### src/rtl/mem_arbiter_pkg.sv
// Shared definitions for the byte-serial memory arbiter: size codes, FSM
// encoding, data/byte widths and byte lane helpers.
package mem_arbiter_pkg;

  localparam int unsigned BYTE_W = 8;
  localparam int unsigned DATA_W = 32;
  localparam int unsigned CNT_W  = 3;

  localparam logic [1:0] SZ_BYTE     = 2'b00;
  localparam logic [1:0] SZ_HALF     = 2'b01;
  localparam logic [1:0] SZ_WORD     = 2'b10;
  localparam logic [1:0] SZ_WORD_ALT = 2'b11;

  typedef enum logic [1:0] {
    ST_IDLE = 2'd0,
    ST_XFER = 2'd1,
    ST_DONE = 2'd2
  } state_e;

  // Latched transfer descriptor (address kept separately: its width is a parameter)
  typedef struct packed {
    logic              we;
    logic [CNT_W-1:0]  nbytes;
    logic [DATA_W-1:0] wdata;
  } xfer_t;

  function automatic logic [CNT_W-1:0] size_to_bytes(input logic [1:0] sz);
    logic [CNT_W-1:0] n;
    case (sz)
      SZ_BYTE:     n = CNT_W'(1);
      SZ_HALF:     n = CNT_W'(2);
      SZ_WORD:     n = CNT_W'(4);
      SZ_WORD_ALT: n = CNT_W'(4);
      default:     n = CNT_W'(4);
    endcase
    return n;
  endfunction

  function automatic logic [BYTE_W-1:0] get_byte(input logic [DATA_W-1:0] w,
                                                 input logic [1:0]        k);
    return BYTE_W'(w >> (BYTE_W * k));
  endfunction

  function automatic logic [DATA_W-1:0] put_byte(input logic [DATA_W-1:0] w,
                                                 input logic [1:0]        k,
                                                 input logic [BYTE_W-1:0] b);
    return w | (DATA_W'(b) << (BYTE_W * k));
  endfunction

endpackage

### src/rtl/mem_arbiter_arb_pick.sv
// Combinational winner select: fixed priority (highest index) or round-robin
// starting one past the last winner.
module arb_pick #(
  parameter int unsigned NCH     = 2,
  parameter int unsigned RR_MODE = 0,
  parameter int unsigned IDXW    = (NCH > 1) ? $clog2(NCH) : 1
) (
  input  logic [NCH-1:0]  req_i,
  input  logic [IDXW-1:0] ptr_i,
  output logic [IDXW-1:0] win_c_o,
  output logic            any_c_o
);

  always_comb begin
    win_c_o = '0;
    any_c_o = |req_i;
    if (RR_MODE != 0) begin
      // Walk offsets from farthest to nearest so the nearest requester wins
      for (int off = int'(NCH); off > 0; off--) begin
        int idx;
        idx = (int'(ptr_i) + off) % int'(NCH);
        if (req_i[idx]) win_c_o = IDXW'(idx);
      end
    end else begin
      for (int i = 0; i < int'(NCH); i++) begin
        if (req_i[i]) win_c_o = IDXW'(i);
      end
    end
  end

endmodule

### src/rtl/mem_arbiter.sv
// Multi-channel arbiter serialising byte/half/word accesses onto a single
// byte-wide synchronous RAM port.
module mem_arbiter
  import mem_arbiter_pkg::*;
#(
  parameter int unsigned NCH     = 2,
  parameter int unsigned ADDR_W  = 32,
  parameter int unsigned RR_MODE = 0
) (
  input  logic                     clk,
  input  logic                     rst,
  input  logic [NCH-1:0]           req,
  input  logic [NCH-1:0]           we,
  input  logic [2*NCH-1:0]         size,
  input  logic [ADDR_W*NCH-1:0]    addr,
  input  logic [DATA_W*NCH-1:0]    wdata,
  output logic [NCH-1:0]           done,
  output logic [DATA_W-1:0]        rdata,
  output logic [NCH-1:0]           stall,
  output logic [ADDR_W-1:0]        mem_a,
  output logic [BYTE_W-1:0]        mem_dout,
  output logic                     mem_wr,
  input  logic [BYTE_W-1:0]        mem_din
);

  localparam int unsigned IDXW = (NCH > 1) ? $clog2(NCH) : 1;

  state_e              state_q, state_d;
  logic [IDXW-1:0]     win_q, win_d;
  logic [IDXW-1:0]     ptr_q, ptr_d;
  xfer_t               xf_q, xf_d;
  logic [ADDR_W-1:0]   addr_q, addr_d;
  logic [CNT_W-1:0]    cnt_q, cnt_d;
  logic [DATA_W-1:0]   buf_q, buf_d;
  logic [DATA_W-1:0]   rdata_q, rdata_d;
  logic [NCH-1:0]      done_q, done_d;
  logic [ADDR_W-1:0]   mem_a_q, mem_a_d;
  logic [BYTE_W-1:0]   mem_dout_q, mem_dout_d;
  logic                mem_wr_q, mem_wr_d;

  logic [IDXW-1:0]     pick_idx;
  logic                pick_any;
  logic [CNT_W-1:0]    last_k;
  logic [ADDR_W-1:0]   next_a;

  logic [ADDR_W-1:0]   ch_addr  [NCH];
  logic [DATA_W-1:0]   ch_wdata [NCH];
  logic [1:0]          ch_size  [NCH];

  for (genvar g = 0; g < NCH; g++) begin : g_ch
    assign ch_addr[g]  = addr[g*ADDR_W +: ADDR_W];
    assign ch_wdata[g] = wdata[g*DATA_W +: DATA_W];
    assign ch_size[g]  = size[2*g +: 2];
  end

  arb_pick #(
    .NCH     (NCH),
    .RR_MODE (RR_MODE),
    .IDXW    (IDXW)
  ) u_pick (
    .req_i   (req),
    .ptr_i   (ptr_q),
    .win_c_o (pick_idx),
    .any_c_o (pick_any)
  );

  assign last_k = xf_q.nbytes - CNT_W'(1);
  assign next_a = addr_q + ADDR_W'(cnt_q) + ADDR_W'(1);

  // Next-state and registered-output logic; RAM port idles at zero by default
  always_comb begin
    state_d    = state_q;
    win_d      = win_q;
    ptr_d      = ptr_q;
    xf_d       = xf_q;
    addr_d     = addr_q;
    cnt_d      = cnt_q;
    buf_d      = buf_q;
    rdata_d    = rdata_q;
    done_d     = '0;
    mem_a_d    = '0;
    mem_dout_d = '0;
    mem_wr_d   = 1'b0;

    case (state_q)
      ST_IDLE: begin
        if (pick_any) begin
          win_d       = pick_idx;
          xf_d.we     = we[pick_idx];
          xf_d.nbytes = size_to_bytes(ch_size[pick_idx]);
          xf_d.wdata  = ch_wdata[pick_idx];
          addr_d      = ch_addr[pick_idx];
          cnt_d       = '0;
          buf_d       = '0;
          mem_a_d     = ch_addr[pick_idx];
          mem_wr_d    = we[pick_idx];
          mem_dout_d  = we[pick_idx] ? get_byte(ch_wdata[pick_idx], 2'd0) : '0;
          state_d     = ST_XFER;
        end
      end

      ST_XFER: begin
        cnt_d = cnt_q + CNT_W'(1);
        if (xf_q.we) begin
          if (cnt_q == last_k) begin
            state_d = ST_DONE;
            done_d  = NCH'(1) << win_q;
          end else begin
            mem_a_d    = next_a;
            mem_dout_d = get_byte(xf_q.wdata, 2'(cnt_q + CNT_W'(1)));
            mem_wr_d   = 1'b1;
          end
        end else begin
          // RAM returns the byte addressed in the previous cycle
          if (cnt_q != '0) buf_d = put_byte(buf_q, 2'(cnt_q - CNT_W'(1)), mem_din);
          if (cnt_q < last_k) mem_a_d = next_a;
          if (cnt_q == xf_q.nbytes) begin
            state_d = ST_DONE;
            done_d  = NCH'(1) << win_q;
            rdata_d = buf_d;
          end
        end
      end

      ST_DONE: begin
        state_d = ST_IDLE;
        ptr_d   = win_q;
      end

      default: state_d = ST_IDLE;
    endcase
  end

  always_ff @(posedge clk or negedge rst) begin
    if (!rst) begin
      state_q    <= ST_IDLE;
      win_q      <= '0;
      ptr_q      <= IDXW'(NCH - 1);
      xf_q       <= '0;
      addr_q     <= '0;
      cnt_q      <= '0;
      buf_q      <= '0;
      rdata_q    <= '0;
      done_q     <= '0;
      mem_a_q    <= '0;
      mem_dout_q <= '0;
      mem_wr_q   <= 1'b0;
    end else begin
      state_q    <= state_d;
      win_q      <= win_d;
      ptr_q      <= ptr_d;
      xf_q       <= xf_d;
      addr_q     <= addr_d;
      cnt_q      <= cnt_d;
      buf_q      <= buf_d;
      rdata_q    <= rdata_d;
      done_q     <= done_d;
      mem_a_q    <= mem_a_d;
      mem_dout_q <= mem_dout_d;
      mem_wr_q   <= mem_wr_d;
    end
  end

  assign done     = done_q;
  assign rdata    = rdata_q;
  assign stall    = req & ~done_q;
  assign mem_a    = mem_a_q;
  assign mem_dout = mem_dout_q;
  assign mem_wr   = mem_wr_q;

endmodule

### config.mk
export PLATFORM = sky130hd
export DESIGN_NAME = mem_arbiter
export DESIGN_NICKNAME = d
export VERILOG_FILES = /design/src/rtl/mem_arbiter_pkg.sv /design/src/rtl/mem_arbiter_arb_pick.sv /design/src/rtl/mem_arbiter.sv
export SDC_FILE = /design/constraint.sdc
export NUM_CORES = 1
export LEC_CHECK = 0
export CORE_ASPECT_RATIO = 0.5
export CORE_UTILIZATION = 53
export DETAILED_ROUTE_END_ITERATION = 7
export HOLD_SLACK_MARGIN = 0.02
export PLACE_DENSITY = 0.91
export SYNTH_ARGS = -nofsm -noshare
export SYNTH_HDL_FRONTEND = slang
export SYNTH_SLANG_ARGS = --single-unit
### constraint.sdc
create_clock -name clk -period 3.6 [get_ports clk]
set_input_delay 0.72 -clock clk [delete_from_list [all_inputs] [get_ports clk]]
set_output_delay 0.72 -clock clk [all_outputs]
set_load 0.005 [all_outputs]
# Yosys cells after proc, flatten, opt, wreduce, memory -nomap -nowiden
# Index checks and enable logic that the tools add are counted.
classes:
  addsub: 5
  reduce_logical: 11
  bitwise_logic: 5
  mux: 42
  div: 0
  shifts: 3
  n_eq_ne: 10
  n_lt_le_gt_ge: 3
  mul: 0
ops:
  columns: ["cell", "count"]
  rows:
  - ["$mux W32", 13]
  - ["$pmux W32 S2", 2]
  - ["$add A32 B1 Y32 const B", 1]
  - ["$add A32 B3 Y32", 1]
  - ["$mux W8", 4]
  - ["$or A32 B32 Y32", 1]
  - ["$shl A8 B5 Y32", 1]
  - ["$shr A32 B5 Y8", 1]
  - ["$mux W2", 11]
  - ["$pmux W8 S2", 1]
  - ["$pmux W3 S3", 1]
  - ["$reduce_and A3 Y1", 3]
  - ["$eq A3 B3 Y1", 2]
  - ["$mux W1", 6]
  - ["$ne A3 B3 Y1 const B", 2]
  - ["$pmux W3 S2", 1]
  - ["$eq A2 B1 Y1 const B", 2]
  - ["$eq A2 B2 Y1 const B", 2]
  - ["$logic_not A2 Y1", 2]
  - ["$ne A2 B2 Y1 const B", 2]
  - ["$pmux W2 S2", 1]
  - ["$reduce_and A2 Y1", 2]
  - ["$reduce_or A2 Y1", 2]
  - ["$add A3 B1 Y3 const B", 1]
  - ["14 further kinds", 14]
word_totals:
  word_cells: 92
  mem_bits_rw: 0
  latchBits: 0
  out_inout_bits: 77
  regBits: 181
  in_bits: 146
  n_memories: 0
  mem_bits_ro: 0

# Longest topological paths before layout
# Gate-level depths: netlist of the first run.
depth:
  word_depth: 8
  mapped_depth: 9
  ltp_nobuf: 8

# Modules after synthesis
# A second synthesis of the first run with hierarchy kept.
unflattened:
  cells_unflattened: 779
  hier_area_um2: 8484.4
modules_own_cells:
  columns: ["module", "n_inst", "seq_area_each_um2", "cells_per_inst", "area_per_inst_um2"]
  rows:
  - ["mem_arbiter", 1, 4555.6, 777, 8470.6]
  - ["arb_pick", 1, 0.0, 2, 13.8]

# Worst setup path before layout of the first run
# Ideal clock, no wire load.
synth_timing:
  kind: "in2out"
  from: "input port req[1]"
  to: "output port stall[1]"
  arrival_time_ps: 1570
  setup_slack_ps: 1310
  n_path_buf: 3
  t_required_ps: 2880
  path_stages: 4
  cell_sequence: "buf_2 -> buf_2 -> buf_2 -> nor2b_1"
synth_via:
  elab_chain_len: 1
synth_rtl:
  columns: ["element", "line_no", "rtl"]
  rows:
  - ["from (decl)", "mem_arbiter.sv:12", "input logic [NCH-1:0] req,"]
  - ["$and A2 B2 Y2", "mem_arbiter.sv:166", "assign stall = req & ~done_q;"]
  - ["to (decl)", "mem_arbiter.sv:19", "output logic [NCH-1:0] stall,"]
# Every way passes these cells.

# Worst setup path in the final report of the first run
layout_timing:
  from: "input port req[0]"
  to: "output port stall[0]"
# The elaborated chain is that of the path after synthesis.

==> metrics, run 1 <==
status finished, violations left; failing checks DRC; Final GP Congestion 0.845; row count 32; clock sink count 181; Top cell by count, worst path clkdlybuf4s50_1; Fin Setup TNS 0 ns; most common cell in the netlist dfrtp_1; initial core utilization 54.4%; CP startpoint kind input pin; Required @ worst endpoint 2.88 ns; Worst path max stage delay 0.60 ns; max_cap viols 0; Mapped Area 8380 µm²; Post-Route Skew 0.0116 ns; CTS tree yes; IO Port Bufs 222; Worst Path Arrival 1.98 ns; slowest CP cell clkdlybuf4s50_1; core area 15400 µm²; Power Density 840 nW/µm²; DR WL/cell 17.9 µm; Unique masters post-synth 48; die width 180 µm; initial antenna violation count 0; Syn Area/Cell 10.8 µm²; HP Class input pin to async pin; Layout Nets 1131; part of the Yosys area used for sequential elements 54.1%; YS warnings 0; Worst Path Class, Setup input pin to output port; # setup viols final 0; critical path's top delay family buffers and inverters; Total GRT Usage 26.8%; hpwl dp 14600 µm; Synth-to-Final Area Change 34.7%; Reg clk slew, reported paths 0.07 ns; Period minus WS final 2.70 ns; final wirelength 21300 µm; Gate Count Post-Synth 777; Die Y 90.9 µm; antenna viol nets, final 0; Worst Tran Pin Value 0.967 ns; Resize count post-CTS 0; worst path cell trace clkdlybuf4s50_1 -> nor2b_1 -> clkdlybuf4s50_1; first-pass GRT wire length 34400 µm; Worst Path Buf+Inv 2; Total Power 9.49 mW; Rel. slew slack 35.5%; Num CTS Buffers 17; Crit. End Element output port; # diodes 0; vias in the first global route 6833; RSZ-0062 raised after global routing false; Synth area leader dfrtp_1; clk buf depth 2; Skew-Pair Late Insertion Delay 0.42 ns; Leakage 4.95 nW; net count after synthesis 934; worst ir drop on vdd 0.000493 V; fraction of layout cells with a size suffix above 1 6.89%; Top FF cell, synth dfrtp_1; Pre-antenna DRT Iters 8; full die area 16300 µm²; Commonest cells post-synth 181 x dfrtp_1, 83 x nand2_1, 71 x o21ai_0, 67 x a21oi_1, 67 x mux2i_1; fmax 0.370 GHz; remaining global-route overflow 0; Post-synth EDFFs 0; vias per cell 5.72; Yosys top cell area share 54.1%; non-filler instance count after layout 1191; DRC viols 6; H-tree depth 4; io pins 223; final hold vios 0; vias after detailed routing 6814; Min Hold Slack 0.354 ns; DRT iter0 DRCs 443; largest net degree at the start of global routing 195; synth top area cells dfrtp_1 54%, mux2i_1 8.0%, o21ai_0 4.2%, a21oi_1 4.0%, nand2_1 3.7%; FF+latch count, synth 181; root buf cell clkbuf_16; # hold bufs at CTS 0; part of the cycle the worst path needs 75.0%; dpl cells 1159; FFs w/ async S/R, synth 100%; critical path fanouts, max 5; Final Max Slew Viols 0; setup bufs post-CTS 0
==> layout by cell type (no fill, tap or decap), drive strengths merged, types with 14 or more instances in the layout <==
cell	netlist	routed
clkdlybuf4s50	0	220
dfrtp	181	181
nand2	83	83
o21ai	72	72
mux2i	67	67
a21oi	67	67
nor2	44	44
o22ai	42	42
a22o	32	32
inv	20	27
xor2	25	25
clkbuf	12	18
nand4	14	14
==> flip-flops by register name, summed over array words and instances, names as in the netlist <==
signal and flops:
done 2, buf_q 32, rdata 32, mem_wr 1
mem_a 32, mem_dout 8, xf_q 36, win_q 1
addr_q 32, cnt_q 3, state_q 2
==> worst paths after layout <==
kind	from	end	slack, ns	depth (start not counted)
min in group clk	win_q	done[0]	0.44	1
max in group asynchronous	rst	buf_q[7]	2.49	2
setup reg to reg	cnt_q[1]	rdata[10]	1.00	6
hold / removal	rst	buf_q[6]	0.35	1
setup / recovery	req[0]	stall[0]	0.90	3
hold reg to reg	win_q	done[0]	0.44	1
==> cells by family (layout without fill, tap and decap cells) <==
| group | count (synthesis) | count (layout) | synth area share [%] |
|---|---|---|---|
| AOI/OAI and AO/OA | 221 | 221 | 16.1 |
| muxes | 76 | 76 | 10.3 |
| DFF | 181 | 181 | 54.1 |
| buffers and inverters | 72 | 282 | 3.90 |
| adders and majority gates | 11 | 11 | 1.73 |
| and+or+nand+nor | 182 | 182 | 10.4 |
| xor gates and xnor gates | 34 | 34 | 3.55 |
==> power breakdown <==
| part | internal (mW) | switching [mW] | leakage [nW] |
|---|---|---|---|
| clock | 0.978 | 0.843 | 0.267 |
| combinational | 1.98 | 2.07 | 2.41 |
| sequential | 2.98 | 0.635 | 2.27 |
==> area by class of cell <==
type	count	area (µm²)
multi-input cells	524	3540
well taps	204	255
clock inverters	14	144
clock buffers	18	429
flip-flops and latches	181	4530
fillers	1007	4130
inverters	20	75.1
repair buffers	230	2320
==> stage by stage <==
stage / setup WS [ns] / area (µm²) / utilization [%]
final: 0.899 / 11300 / 73.2
after global placement: 0.898 / 10700 / 69.5
after global routing: 0.818 / 11300 / 73.2
after CTS: 0.904 / 11300 / 73.2
after floorplan: 1.31 / 8380 / -
after detailed placement: 0.908 / 10700 / 69.5
==> routing by layer <==
metal  global-route usage [%]  up-vias  share of wire [%]
met5                        0        -                  0
met4                     11.4        0                2.8
met3                     4.84       51                5.2
met2                     46.3      257                 51
met1                     33.5     3343                 41
li1                         -     3163                  -
==> worst register-to-register path, delay by kind of cell, from the launching register on <==
kind	cells	cell delay, ns
simple gates	2	0.81
fa+ha+maj	1	0.75
flops	1	0.48
compound gates	2	0.36
buf+inv	1	0.13
No activity file was read; power rests on OpenSTA's default activity.
==> run 2: changes to the inputs <==
--- a/config.mk
+++ b/config.mk
@@ -6,10 +6,10 @@
 export NUM_CORES = 1
 export LEC_CHECK = 0
 export CORE_ASPECT_RATIO = 0.5
-export CORE_UTILIZATION = 53
+export CORE_UTILIZATION = 49
 export DETAILED_ROUTE_END_ITERATION = 7
 export HOLD_SLACK_MARGIN = 0.02
-export PLACE_DENSITY = 0.91
+export PLACE_DENSITY = 0.86
 export SYNTH_ARGS = -nofsm -noshare
 export SYNTH_HDL_FRONTEND = slang
 export SYNTH_SLANG_ARGS = --single-unit
==> constraint.sdc (replaced) <==
create_clock -name clk -period 2.6 [get_ports clk]
set_input_delay 0.52 -clock clk [delete_from_list [all_inputs] [get_ports clk]]
set_output_delay 0.52 -clock clk [all_outputs]
set_load 0.005 [all_outputs]
==> run 2 against run 1 <==
Compared with the run above:
- clock-buffer cell count shrank 1
- hold slack got worse by 0.30 ns
- critical endpoint is now mem_a[30]
- clock skew grew 0.0025 ns
- highest routed layer unchanged
- combinational power increased by 42%
- sequential share of layout area fell by 0.59 points
- setup slack got worse by 0.74 ns
- the run now ends clean
- die area increased by 8.0%
- cell area rose by 1.5%
- largest cell class unchanged
- final cell count up 2.8%
==> metrics, run 2 (synthesis gave the netlist of run 1 again) <==
root buf cell clkbuf_16; Int Power 8.49 mW (+43%); Final Max Slew Viols 0 (unchanged); worst ir drop on vdd 0.000773 V (+57%); die width 187 µm (+4.0%); final wirelength 21700 µm (+1.7%); status finished clean; H-tree depth 4 (unchanged); max_cap viols 0 (unchanged); Worst Path Arrival 2.73 ns (+0.75 ns); initial antenna violation count 0 (unchanged); NetSw 4.90 mW (+38%); largest net degree at the start of global routing 68 (-65%); # setup viols final 0 (unchanged); topmost layer with routed signal wires met4; DP Area 10900 µm² (+1.3%); Fin Setup TNS 0 ns (unchanged); fillcell total 1159 (+15%); DRC viols 0 (-6); Rel. slew slack 56.4% (+21 points); Leakage 5.02 nW (+1.5%); fraction of layout cells with a size suffix above 1 7.92% (+1.0 points); Post-Route Skew 0.0141 ns (+0.00250 ns); Post-Route M1 WL 9240 µm (+5.3%); row count 33 (+3.1%); antenna viol nets, final 0 (unchanged); setup bufs post-CTS 0 (unchanged); DRT iter0 DRCs 541 (+22%); full die area 17700 µm² (+8.0%); slowest CP cell o2111a_1; core area 16600 µm² (+7.4%); most frequent cells in the layout 220 x clkdlybuf4s50_1, 181 x dfrtp_1, 83 x nand2_1, 71 x o21ai_0; Layout Nets 1143 (+1.1%); IO Port Bufs 222 (unchanged); clock sink count 181 (unchanged); io pins 223 (unchanged); DR WL/cell 17.7 µm (-1.0%); Crit. End Element flip-flop; CTS tree yes; Total GRT Usage 25.2% (-1.6 points); Total Power 13.4 mW (+41%); Switching Fraction 36.6% (-0.80 points); vias per cell 5.61 (-2.0%); combinational power share 42.9% (+0.2 points); Biggest register xf_q; Skew-Pair Late Insertion Delay 0.42 ns (about the same); vias after detailed routing 6865 (+0.75%); vias in the first global route 6921 (+1.3%); # hold bufs at CTS 0 (unchanged); Worst Tran Pin Value 0.655 ns (-0.312 ns); most common cell after layout, fill and taps aside clkdlybuf4s50_1; Synth-to-Final Area Change 36.7%; # diodes 0 (unchanged); part of the cycle the worst path needs 93.9%; worst path cell trace inv_1 -> ha_1 -> fa_1 -> nor2b_1 -> o2111a_1 -> nand4_1 -> xor2_1 -> o22ai_2; first-pass GRT wire length 35000 µm (+1.7%); Worst Path Class, Setup flip-flop to flip-flop; HP Class input pin to async pin; Resize count post-CTS 0 (unchanged); hpwl dp 15100 µm (+3.6%); metal3 WL 979 µm (-11%); DR WL met2 11100 µm (+2.2%); initial core utilization 50.6% (-3.8 points); CP startpoint kind flip-flop; Worst path max stage delay 0.43 ns (-0.17 ns); Power Density 1170 nW/µm² (+39%); sequential power share 37.4% (-0.7 points); final hold vios 0 (unchanged); number of flip-flops in the largest register 36 (unchanged); Reg clk slew, reported paths 0.07 ns (about the same); Required @ worst endpoint 2.89 ns (about the same); Num CTS Buffers 17 (unchanged); critical path fanouts, max 6 (+1); Die Y 94.5 µm (+3.9%); Pre-antenna DRT Iters 5 (-3); clk buf depth 2 (unchanged); fin util 69.2% (-4.0 points); clock power share 19.8% (+0.6 points); Period minus WS final 2.44 ns; Final GP Congestion 0.835 (-1.3%); RSZ-0062 raised after global routing false; fmax 0.409 GHz; Design Area, Final 11500 µm² (+1.5%); Min Hold Slack 0.0562 ns (-0.298 ns); remaining global-route overflow 0 (unchanged); reg2reg setup slack 0.16 ns (-0.84 ns)
-- run 2: cell count changes in the layout (fill, tap and decap cells not counted), sizes merged --
cell	before	now
buf	10	22
inv	27	24
bufinv	1	3
clkbuf	18	17
-- run 2: critical path, delay by kind of cell, from the launching register on --
| family | cells | cell delay, ns |
|---|---|---|
| flip-flops | 1 | 0.35 |
| buffers and inverters | 1 | 0.07 |
| AND/OR/NAND/NOR | 2 | 0.49 |
| XOR/XNOR | 1 | 0.23 |
| adder cells (fa/ha/maj) | 2 | 0.63 |
| AO/OA/AOI/OAI | 2 | 0.54 |
-- run 2: final timing paths --
path / cells past startpoint / start / to
max: 8 / addr_q[0] / mem_a[30]
min: 1 / rst / buf_q[6]
max reg2reg: 8 / addr_q[0] / mem_a[30]
min reg2reg: 1 / win_q / done[0]
max in group asynchronous: 2 / rst / addr_q[25]
min in group clk: 1 / win_q / done[0]
-- run 2: layout make-up --
class | count | area (µm²) | area share (%)
Sequential cell | 181 | 4530 | 39.5
Timing Repair Buffer | 242 | 2430 | 21.2
Clock inverter | 13 | 171 | 1.50
Multi-Input combinational cell | 524 | 3540 | 30.9
Clock buffer | 17 | 425 | 3.71
Inverter | 20 | 75.1 | 0.655
Tap cell | 227 | 284 | 2.48
-- run 2: power by group through the flow --
stage               clock, mW  sequential [mW]  combinational (mW)
global route             2.79             5.14                6.29
finish                   2.65             5.00                5.74
global placement            0             4.93                5.42
detailed placement          0             5.01                5.68
CTS                      2.67             4.99                5.77
floorplan                   0             4.84                3.39
-- run 2: metal layers --
| layer | vias up | GRT usage, % |
|---|---|---|
| li1 | 3186 | - |
| met1 | 3426 | 31.9 |
| met2 | 217 | 44.1 |
| met3 | 36 | 4.94 |
| met4 | 0 | 8.81 |
| met5 | - | 0 |
-- run 2: stage by stage --
| step | setup slack [ns] | std cells |
|---|---|---|
| after floorplan | 0.334 | 777 |
| after global placement | 0.388 | 1194 |
| after detailed placement | 0.256 | 1194 |
| after CTS | 0.189 | 1224 |
| after global routing | 0.0427 | 1224 |
| final | 0.158 | 1224 |
